[src/rtl/psum_accumulator.sv]
// rtl/psum_accumulator.sv - windowed saturating accumulator for MAC results
// Sums N terms per window, presents the sum on a valid/ready port, absorbs one early term.
module psum_accumulator #(
   parameter int N     = 9,
   parameter int IN_W  = 10,
   parameter int ACC_W = 14,
   parameter int CNT_W = 4
) (
   input  logic             clk,
   input  logic             rst_n,
   input  logic             start,
   input  logic             mac_valid,
   input  logic [IN_W-1:0]  mac_data,
   output logic             res_valid,
   output logic [ACC_W-1:0] res_data,
   input  logic             res_ready,
   output logic             res_sat,
   output logic             busy,
   output logic [CNT_W-1:0] term_cnt,
   output logic             drop_err
);

   typedef enum logic [1:0] {
      S_IDLE,
      S_ACC,
      S_DONE
   } state_t;

   localparam logic [CNT_W-1:0] LAST = CNT_W'(N);
   localparam logic [CNT_W-1:0] ONE  = CNT_W'(1);

   state_t           state, state_n;
   logic [ACC_W-1:0] acc, acc_n;
   logic             sat, sat_n;
   logic [CNT_W-1:0] cnt, cnt_n;
   logic             pend_v, pend_v_n;
   logic [IN_W-1:0]  pend_d, pend_d_n;
   logic             drop, drop_n;
   logic             valid_q, busy_q;

   // Top bit of the result flags an overflow; the value is already clamped.
   function automatic logic [ACC_W:0] sat_add(input logic [ACC_W-1:0] a,
                                              input logic [IN_W-1:0]  d);
      logic [ACC_W:0] s;
      s = {1'b0, a} + (ACC_W+1)'(d);
      if (s[ACC_W])
         return {1'b1, {ACC_W{1'b1}}};
      return s;
   endfunction

   logic [ACC_W-1:0] base_acc;
   logic [CNT_W-1:0] base_cnt;
   logic             hold_mac;
   logic             take_mac;
   logic [ACC_W:0]   r_sum;
   logic [ACC_W-1:0] r_acc;
   logic             r_sat;
   logic [CNT_W-1:0] r_cnt;
   logic [ACC_W:0]   a_sum;
   logic [CNT_W-1:0] cnt_inc;

   // Restart value: pending term (only ever held in DONE) first, then the live term.
   // With N = 1 a pending term already fills the window, so the live term is held instead.
   always_comb begin
      base_acc = pend_v ? ACC_W'(pend_d) : '0;
      base_cnt = pend_v ? ONE : '0;
      hold_mac = pend_v && (LAST == ONE);
      take_mac = mac_valid && !hold_mac;
      r_sum    = sat_add(base_acc, mac_data);
      r_acc    = take_mac ? r_sum[ACC_W-1:0] : base_acc;
      r_sat    = take_mac && r_sum[ACC_W];
      r_cnt    = base_cnt + (take_mac ? ONE : '0);
      a_sum    = sat_add(acc, mac_data);
      cnt_inc  = cnt + ONE;
   end

   always_comb begin
      state_n  = state;
      acc_n    = acc;
      sat_n    = sat;
      cnt_n    = cnt;
      pend_v_n = pend_v;
      pend_d_n = pend_d;
      drop_n   = drop;
      if (start && (state != S_DONE || res_ready)) begin
         acc_n    = r_acc;
         sat_n    = r_sat;
         cnt_n    = r_cnt;
         drop_n   = 1'b0;
         pend_v_n = hold_mac && mac_valid;
         pend_d_n = mac_data;
         state_n  = (r_cnt == LAST) ? S_DONE : S_ACC;
      end else begin
         case (state)
            S_IDLE: begin
               if (mac_valid)
                  drop_n = 1'b1;
            end
            S_ACC: begin
               if (mac_valid) begin
                  acc_n = a_sum[ACC_W-1:0];
                  sat_n = sat | a_sum[ACC_W];
                  cnt_n = cnt_inc;
                  if (cnt_inc == LAST)
                     state_n = S_DONE;
               end
            end
            S_DONE: begin
               if (res_ready) begin
                  state_n  = S_IDLE;
                  pend_v_n = 1'b0;
                  if (pend_v || mac_valid)
                     drop_n = 1'b1;
               end else if (mac_valid) begin
                  if (pend_v) begin
                     drop_n = 1'b1;
                  end else begin
                     pend_v_n = 1'b1;
                     pend_d_n = mac_data;
                  end
               end
            end
            default: state_n = S_IDLE;
         endcase
      end
   end

   always_ff @(posedge clk or negedge rst_n) begin
      if (!rst_n) begin
         state   <= S_IDLE;
         acc     <= '0;
         sat     <= 1'b0;
         cnt     <= '0;
         pend_v  <= 1'b0;
         pend_d  <= '0;
         drop    <= 1'b0;
         valid_q <= 1'b0;
         busy_q  <= 1'b0;
      end else begin
         state   <= state_n;
         acc     <= acc_n;
         sat     <= sat_n;
         cnt     <= cnt_n;
         pend_v  <= pend_v_n;
         pend_d  <= pend_d_n;
         drop    <= drop_n;
         valid_q <= (state_n == S_DONE);
         busy_q  <= (state_n != S_IDLE);
      end
   end

   assign res_valid = valid_q;
   assign res_data  = acc;
   assign res_sat   = sat;
   assign busy      = busy_q;
   assign term_cnt  = cnt;
   assign drop_err  = drop;

endmodule

[config.mk]
export PLATFORM = sky130hd
export DESIGN_NAME = psum_accumulator
export DESIGN_NICKNAME = d
export VERILOG_FILES = /design/src/rtl/psum_accumulator.sv
export SDC_FILE = /design/constraint.sdc
export NUM_CORES = 1
export LEC_CHECK = 0
export BUFFER_PORTS_ARGS = -buffer_cell sky130_fd_sc_hd__clkbuf_2
export CAP_MARGIN = 10
export CORE_MARGIN = 1.5
export CORE_UTILIZATION = 50
export DETAILED_ROUTE_END_ITERATION = 8
export GPL_TIMING_DRIVEN = 1
export MAX_ROUTING_LAYER = met4
export PLACE_DENSITY_LB_ADDON = 0.15
export RECOVER_POWER = 50
export SLEW_MARGIN = 10
export SYNTH_ARGS = -nofsm -noshare
export SYNTH_HDL_FRONTEND = slang
export SYNTH_SLANG_ARGS = --single-unit
[constraint.sdc]
create_clock -name clk -period 5 [get_ports clk]
set_clock_uncertainty 0.15 [all_clocks]
set_input_delay 1.25 -clock clk [delete_from_list [all_inputs] [get_ports clk]]
set_output_delay 1.25 -clock clk [all_outputs]
set_load 0.02 [all_outputs]
# After elaboration in Yosys (flattened, before gate mapping)
# Cells that the tools add are included.
[word_totals]
reg_bits = 35
in_bits = 15
wordCells = 81
[classes]
add_sub_neg = 4
n_eq_ne = 12
muxes = 40
bitwise_logic = 1
reduce_logical = 15
[op_table]
columns = ["cell", "count"]
rows = [
  ["10-bit two-way mux", 6],
  ["15-bit two-way mux", 4],
  ["14-bit two-way mux", 4],
  ["1-bit two-way mux", 16],
  ["14-bit by 10-bit adder with 15-bit output", 1],
  ["4-bit two-way mux", 3],
  ["4-bit inequality test, second input constant", 3],
  ["10-bit by 10-bit adder with 11-bit output", 1],
  ["2-bit two-way mux", 5],
  ["2-bit nonzero test", 4],
  ["2-bit case mux with 3 select lines", 1],
  ["3-bit nonzero test", 2],
  ["5-bit AND reduction", 1],
  ["4-bit by 1-bit adder with 4-bit output, second input constant", 1],
  ["2-bit == test, second input constant", 2],
  ["2-bit by 4-bit == test with 1-bit output, second input constant", 1],
  ["4-bit == test, second input constant", 1],
  ["2-bit by 1-bit inequality test with 1-bit output, second input constant", 2],
  ["2-bit AND reduction", 2],
  ["4-bit AND reduction", 1],
  ["3-bit inequality test, second input constant", 1],
  ["1-bit by 1-bit adder with 2-bit output", 1],
  ["2-bit by 1-bit == test with 1-bit output, second input constant", 1],
  ["1-bit logical AND", 2],
  ["5 further kinds", 6],
]

# Logic depth before layout (Yosys ltp)
[depth]
depth_word = 7
mapped_depth = 12
mapped_depth_nobuf = 11

# Worst setup path before layout
# OpenSTA, ideal clock, no wires.
[synth_path]
path_kind = "input-to-reg"
startpoint = "input port mac_data[0]"
endpoint = "register acc[0] (netlist: res_data[0])"
setup_ns = 0.137
arrival_ns = 2.997
required_time_ns = 4.713
slack_ns = 1.716
cell_stages = 10
cell_sequence = "ha_1 fa_1 a21o_1 a21oi_1 nand2b_4 a221oi_2 and3_1 buf_4 nor3_1 o22ai_1"
[synth_between]
elab_chain_cells = 6
word_cells_on_any_way = 9
classes_between = "add/sub (2); mux (7)"
[synth_lines]
columns = ["item", "line_no", "rtl"]
rows = [
  ["start: declaration", "13", "input logic [IN_W-1:0] mac_data,"],
  ["14-bit by 10-bit adder with 15-bit output", "45", "s = {1'b0, a} + (ACC_W+1)'(d);"],
  ["1-bit two-way mux", "46", "if (s[ACC_W])"],
  ["15-bit two-way mux", "48", "return s;"],
  ["14-bit two-way mux", "100", "if (mac_valid) begin"],
  ["14-bit two-way mux", "94", "case (state)"],
  ["14-bit two-way mux (*)", "85", "if (start && (state != S_DONE || res_ready)) begin"],
  ["end signal: assignment", "141", "acc <= acc_n;"],
  ["end: declaration", "33", "logic [ACC_W-1:0] acc, acc_n;"],
]
# Every way passes the cells marked *; elsewhere a longest branch is shown, timed or not. The select of a mux whose other input is x is not followed.
# A chain may end at the register's enable or synchronous reset.

# Final worst setup path
[layout_path]
startpoint = "input port mac_valid"
endpoint = "register acc[6] (netlist: res_data[6])"
[layout_between]
elab_chain_cells = 2
word_cells_on_any_way = 4
classes_between = "mux (2); reduce/logical (2)"
[layout_lines]
columns = ["item", "line_no", "rtl"]
rows = [
  ["start: declaration", "12", "input logic mac_valid,"],
  ["14-bit two-way mux / 2-bit nonzero test (equally long branches)", "--", ""],
  ["14-bit two-way mux / 2-bit AND reduction (equally long branches)", "--", ""],
]
# Parallel ways exist; a longest one is shown, timed or not.

==> flow_results.org <==
** Timing
- Transition time at the pin with the least slew margin :: 1.95 ns
- The count of endpoints failing hold in the final timing report is 0.
- In the post-route analysis, the smallest setup slack over all paths is 1.33 ns.
- Static timing analysis puts the maximum clock frequency at between 200 and 300 MHz.
- Final period utilization :: 73.5%
- The worst path needs roughly 3.7 ns of the cycle, external delays included.
- The final number of max-transition violations is 36.
- Final count of negative-setup-slack endpoints :: 0
- The worst pin sits at a relative slew slack of -29.9%.
- For the final routed database, the setup TNS stands at 0 ns.
- Setup repair after global routing left no endpoint under its margin.

** Global routing
- For this run, the total global-route usage over all layers was measured as 24.8%.
- For this run, global-route usage on met2 was measured as 40.6%.
- In the global route stage, met1 resource usage came out at between 30% and 40%.
- For met3 alone, demand over resource in global routing was 5.03%.
- Final global-route overflow total :: 0
- The number of antenna violations at the first check in global routing was 0.
- Via count of the first global-routing pass :: 2320
- Maximum number of pins on one net before global-route repair :: 36
- met2 is the most crowded layer.
- Global-route wire length before repair :: ~11000 um

** Worst setup path
- Largest fanout on the critical path :: 18
- Path type of the worst setup path :: in -> reg
- Startpoint class of the critical path :: primary input
- At the worst endpoint, the arrival time is 3.69 ns.
- Required @ worst endpoint :: 5.02 ns
- Grouping stages by cell kind, the critical path spends the most delay in simple AND/OR/NAND/NOR gates.
- Sort of element at the end of the critical path :: flip-flop
- Worst path cell trace :: clkbuf_1 > a21oi_1 > o21a_1 > nor2_1 > nand2_1 > o21ai_0 > o211ai_1
- Sum of buffers and inverters on the critical path :: 1
- Highest cell delay on the worst timing path :: 0.89 ns
- The largest individual stage delay along the critical path comes from the cell sky130_fd_sc_hd__nor2_1.
- Reg2reg setup slack :: 1.97 ns

** Logic synthesis
- Syn Inst Count :: 300
- In the post-synthesis netlist, the biggest area contributors are sky130_fd_sc_hd__dfrtp_1 33%, sky130_fd_sc_hd__ha_1 11%, sky130_fd_sc_hd__o21ai_0 4.3%.
- Summing the sequential cell areas from Yosys gives 32.6% of the chip area.
- Counting flops with a built-in enable in the synthesized netlist gives 0.
- Proportion of synthesized flip-flops having asynchronous set or reset :: 100%
- Yosys cell types :: between 50 and 60
- Synthesized flop and latch total :: 35
- Post-synthesis cell area :: 2680 um^2
- The biggest area contributor in the post-synthesis netlist is sky130_fd_sc_hd__dfrtp_1.
- Leading register cell type out of synthesis :: sky130_fd_sc_hd__dfrtp_1
- After synthesis, the mean cell area works out to 8.95 um^2.
- Syn Nets :: about 340
- The top cell type by area accounts for between 30% and 40% of the synthesized area.
- During synthesis, Yosys emitted a total of 0 warnings.

** Detailed routing
- Per-cell routed wire length :: 16.4 um
- Total via count in the routed design :: 2368
- Number of iterations in the first detailed-routing pass :: 4
- Wire length after detailed routing :: about 6600 um
- In this run the remaining antenna-violating nets after routing total 0.
- Post-detailed-route DRC marker count :: 0
- In this run, the number of DRC markers left after iteration 0 of detailed routing was 188.
- Using the TritonRoute via totals, the vias-per-cell ratio works out to 5.85.

** Flow run
- Across the run, the number of max-cap violations was 1.

** Layout
- Excluding fillers, the count of instances in the completed layout stands at 405.
- The area growth from synthesis to layout is 12.9%.
- Share of final-layout standard cells stronger than drive strength 1 :: around 16%
- Number of antenna diodes :: 0
- At the end of the flow, the number of nets in the layout was around 380.

** Placement
- Dpl hpwl :: 4880 um
- During placement, the flow inserted port buffers numbering 36.
- Setup slack after placement :: 1.36 ns
- The congestion estimate from routability-driven global placement came to about 0.98.
- In this run, placement finished with an instance count of 397.

** Clock network
- TritonCTS built the clock tree.
- Once the clock tree was built, the resizer swapped 0 gates to a different size.
- For this design, the sink count on the clock tree is 35.
- Hold-fix buffer count after cts :: 0
- Clock Latency Late Sink :: 0.29 ns
- After clock tree synthesis, the setup repair step added 0 buffers.
- Maximum buffer depth of the clock tree :: 2
- Cell chosen for the clock root :: sky130_fd_sc_hd__clkbuf_8
- The H-tree was split into 2 levels.
- Clock Pin Slew Worst Setup and Hold Paths :: 0.08 ns
- TritonCTS created 5 clock buffers.

** Outcome
- Outcome :: complete, but fails checks
- Failing checks :: max-capacitance violations, max-slew violations

** Pwr
- Leak :: between 1 and 1.5 nW
- Dividing total power by cell area gives a power density of 302 nW/um^2.
- Maximum vdd drop :: 196 uV

** Floorplanning
- Area enclosed by the die boundary :: between 5000 and 6000 um^2
- Row generation in the floorplan step produced 26 rows.
- Core Area :: 5140 um^2
- During I/O placement, the number of pins put on the boundary was 37.
- Effective utilization at floorplan :: 52.2%
- Height of the die :: 76.3 um
- The floorplan step set the die width to ~76 um.

** Hold path
- The min-delay analysis places its worst path in the category reg -> reg.
per-stage QoR:
step	utilization, %	area, um^2	hold WS [ns]	total power [mW]
global route	58.9	3030	0.378	0.963
detailed placement	56.6	2910	0.323	0.608
floorplan	-	2680	0.300	0.530
global placement	56.6	2910	0.315	0.605
finish	58.9	3030	0.338	0.914
CTS	59.2	3040	0.340	0.917
worst reg2reg max path, stage by stage (launching register included):
cell	delay, ns
sky130_fd_sc_hd__dfrtp_1	0.69
sky130_fd_sc_hd__and2_1	0.23
sky130_fd_sc_hd__ha_1	0.19
sky130_fd_sc_hd__inv_1	0.06
sky130_fd_sc_hd__fa_1	0.37
sky130_fd_sc_hd__nor2b_1	0.18
sky130_fd_sc_hd__o21ai_0	0.14
sky130_fd_sc_hd__nor2b_1	0.18
sky130_fd_sc_hd__o21ai_0	0.30
sky130_fd_sc_hd__xor2_1	0.11
sky130_fd_sc_hd__a31oi_1	0.19
sky130_fd_sc_hd__o211ai_1	0.12
flip-flops by register name, summed over array words and instances (netlist names):
name       flops
busy           1
drop_err       1
pend_d        10
pend_v         1
res_data      14
res_sat        1
res_valid      1
state          2
term_cnt       4
per-layer routing:
metal	vias up	share of wire, %
met2	61	48
met4	0	1.4
met5	-	0
li1	1152	-
met3	9	3.7
met1	1146	46
power breakdown:
part | switching, mW | internal, mW
Clock | 0.110 | 0.199
Combinational | 0.162 | 0.110
Sequential | 0.0248 | 0.308
cell usage after synthesis, drive strengths merged, types with 5 or more instances:
cell and number:
nand2 26, buf 5, a21oi 19, inv 14
o21ai 23, xnor2 9, and2 12, mux2 10
xor2 9, nor2 21, dfrtp 35, nand3 12
nor2b 5, o211ai 7, nand2b 5, nor3 8
ha 24
final timing paths:
kind | startpoint | endpoint | cells after the start
worst max-delay path | mac_valid | res_data[6]$_DFFE_PN0P_ | 7
worst min register to register | pend_d[1]$_DFFE_PN0P_ | pend_d[1]$_DFFE_PN0P_ | 2
max in group asynchronous | rst_n | pend_d[5]$_DFFE_PN0P_ | 1
worst max register to register | pend_v$_DFFE_PN0P_ | res_data[8]$_DFFE_PN0P_ | 11
min in group asynchronous | rst_n | busy$_DFF_PN0_ | 1
worst min-delay path | pend_d[1]$_DFFE_PN0P_ | pend_d[1]$_DFFE_PN0P_ | 2
layout by cell type (no fill, tap or decap), types with 2 or more instances in the layout:
| master | instances |
|---|---|
| sky130_fd_sc_hd__o31ai_1 | 3 |
| sky130_fd_sc_hd__nand2b_1 | 4 |
| sky130_fd_sc_hd__dfrtp_1 | 35 |
| sky130_fd_sc_hd__mux2i_1 | 4 |
| sky130_fd_sc_hd__nand3_1 | 12 |
| sky130_fd_sc_hd__o22ai_1 | 4 |
| sky130_fd_sc_hd__ha_1 | 24 |
| sky130_fd_sc_hd__nand4_1 | 2 |
| sky130_fd_sc_hd__clkbuf_8 | 5 |
| sky130_fd_sc_hd__and2_1 | 12 |
| sky130_fd_sc_hd__o21ai_0 | 23 |
| sky130_fd_sc_hd__o21bai_1 | 2 |
| sky130_fd_sc_hd__nor2b_1 | 5 |
| sky130_fd_sc_hd__nand3b_1 | 2 |
| sky130_fd_sc_hd__nor2_1 | 21 |
| sky130_fd_sc_hd__a211oi_1 | 3 |
| sky130_fd_sc_hd__o211ai_1 | 7 |
| sky130_fd_sc_hd__clkbuf_1 | 10 |
| sky130_fd_sc_hd__o21a_1 | 4 |
| sky130_fd_sc_hd__a21o_1 | 4 |
| sky130_fd_sc_hd__nor3_1 | 6 |
| sky130_fd_sc_hd__mux2_2 | 10 |
| sky130_fd_sc_hd__nor3_2 | 2 |
| sky130_fd_sc_hd__bufinv_16 | 2 |
| sky130_fd_sc_hd__inv_1 | 13 |
| sky130_fd_sc_hd__nand2_1 | 25 |
| sky130_fd_sc_hd__clkbuf_2 | 27 |
| sky130_fd_sc_hd__xor2_1 | 9 |
| sky130_fd_sc_hd__a221oi_1 | 3 |
| sky130_fd_sc_hd__nor4_1 | 2 |
| sky130_fd_sc_hd__xnor2_1 | 9 |
| sky130_fd_sc_hd__a21oi_2 | 2 |
| sky130_fd_sc_hd__fa_1 | 2 |
| sky130_fd_sc_hd__a21oi_1 | 17 |
kinds of logic after synthesis:
logic type	after synthesis	share of synthesized area, %
AOI/OAI and AO/OA	83	20.2
xor gates and xnor gates	18	5.87
and+or+nand+nor	101	19.3
adders and majority gates	26	12.7
muxes	14	5.69
DFF	35	32.6
buffers and inverters	23	3.59
layout make-up:
| cell class | count | area [um^2] |
|---|---|---|
| flip-flops and latches | 35 | 876 |
| well taps | 70 | 87.6 |
| clock buffers | 6 | 72.6 |
| repair buffers | 36 | 169 |
| clock inverters | 2 | 60.1 |
| inverters | 14 | 52.6 |
| fillers | 480 | 2110 |
| multi-input cells | 242 | 1710 |
No activity file was read; power rests on OpenSTA's default activity.
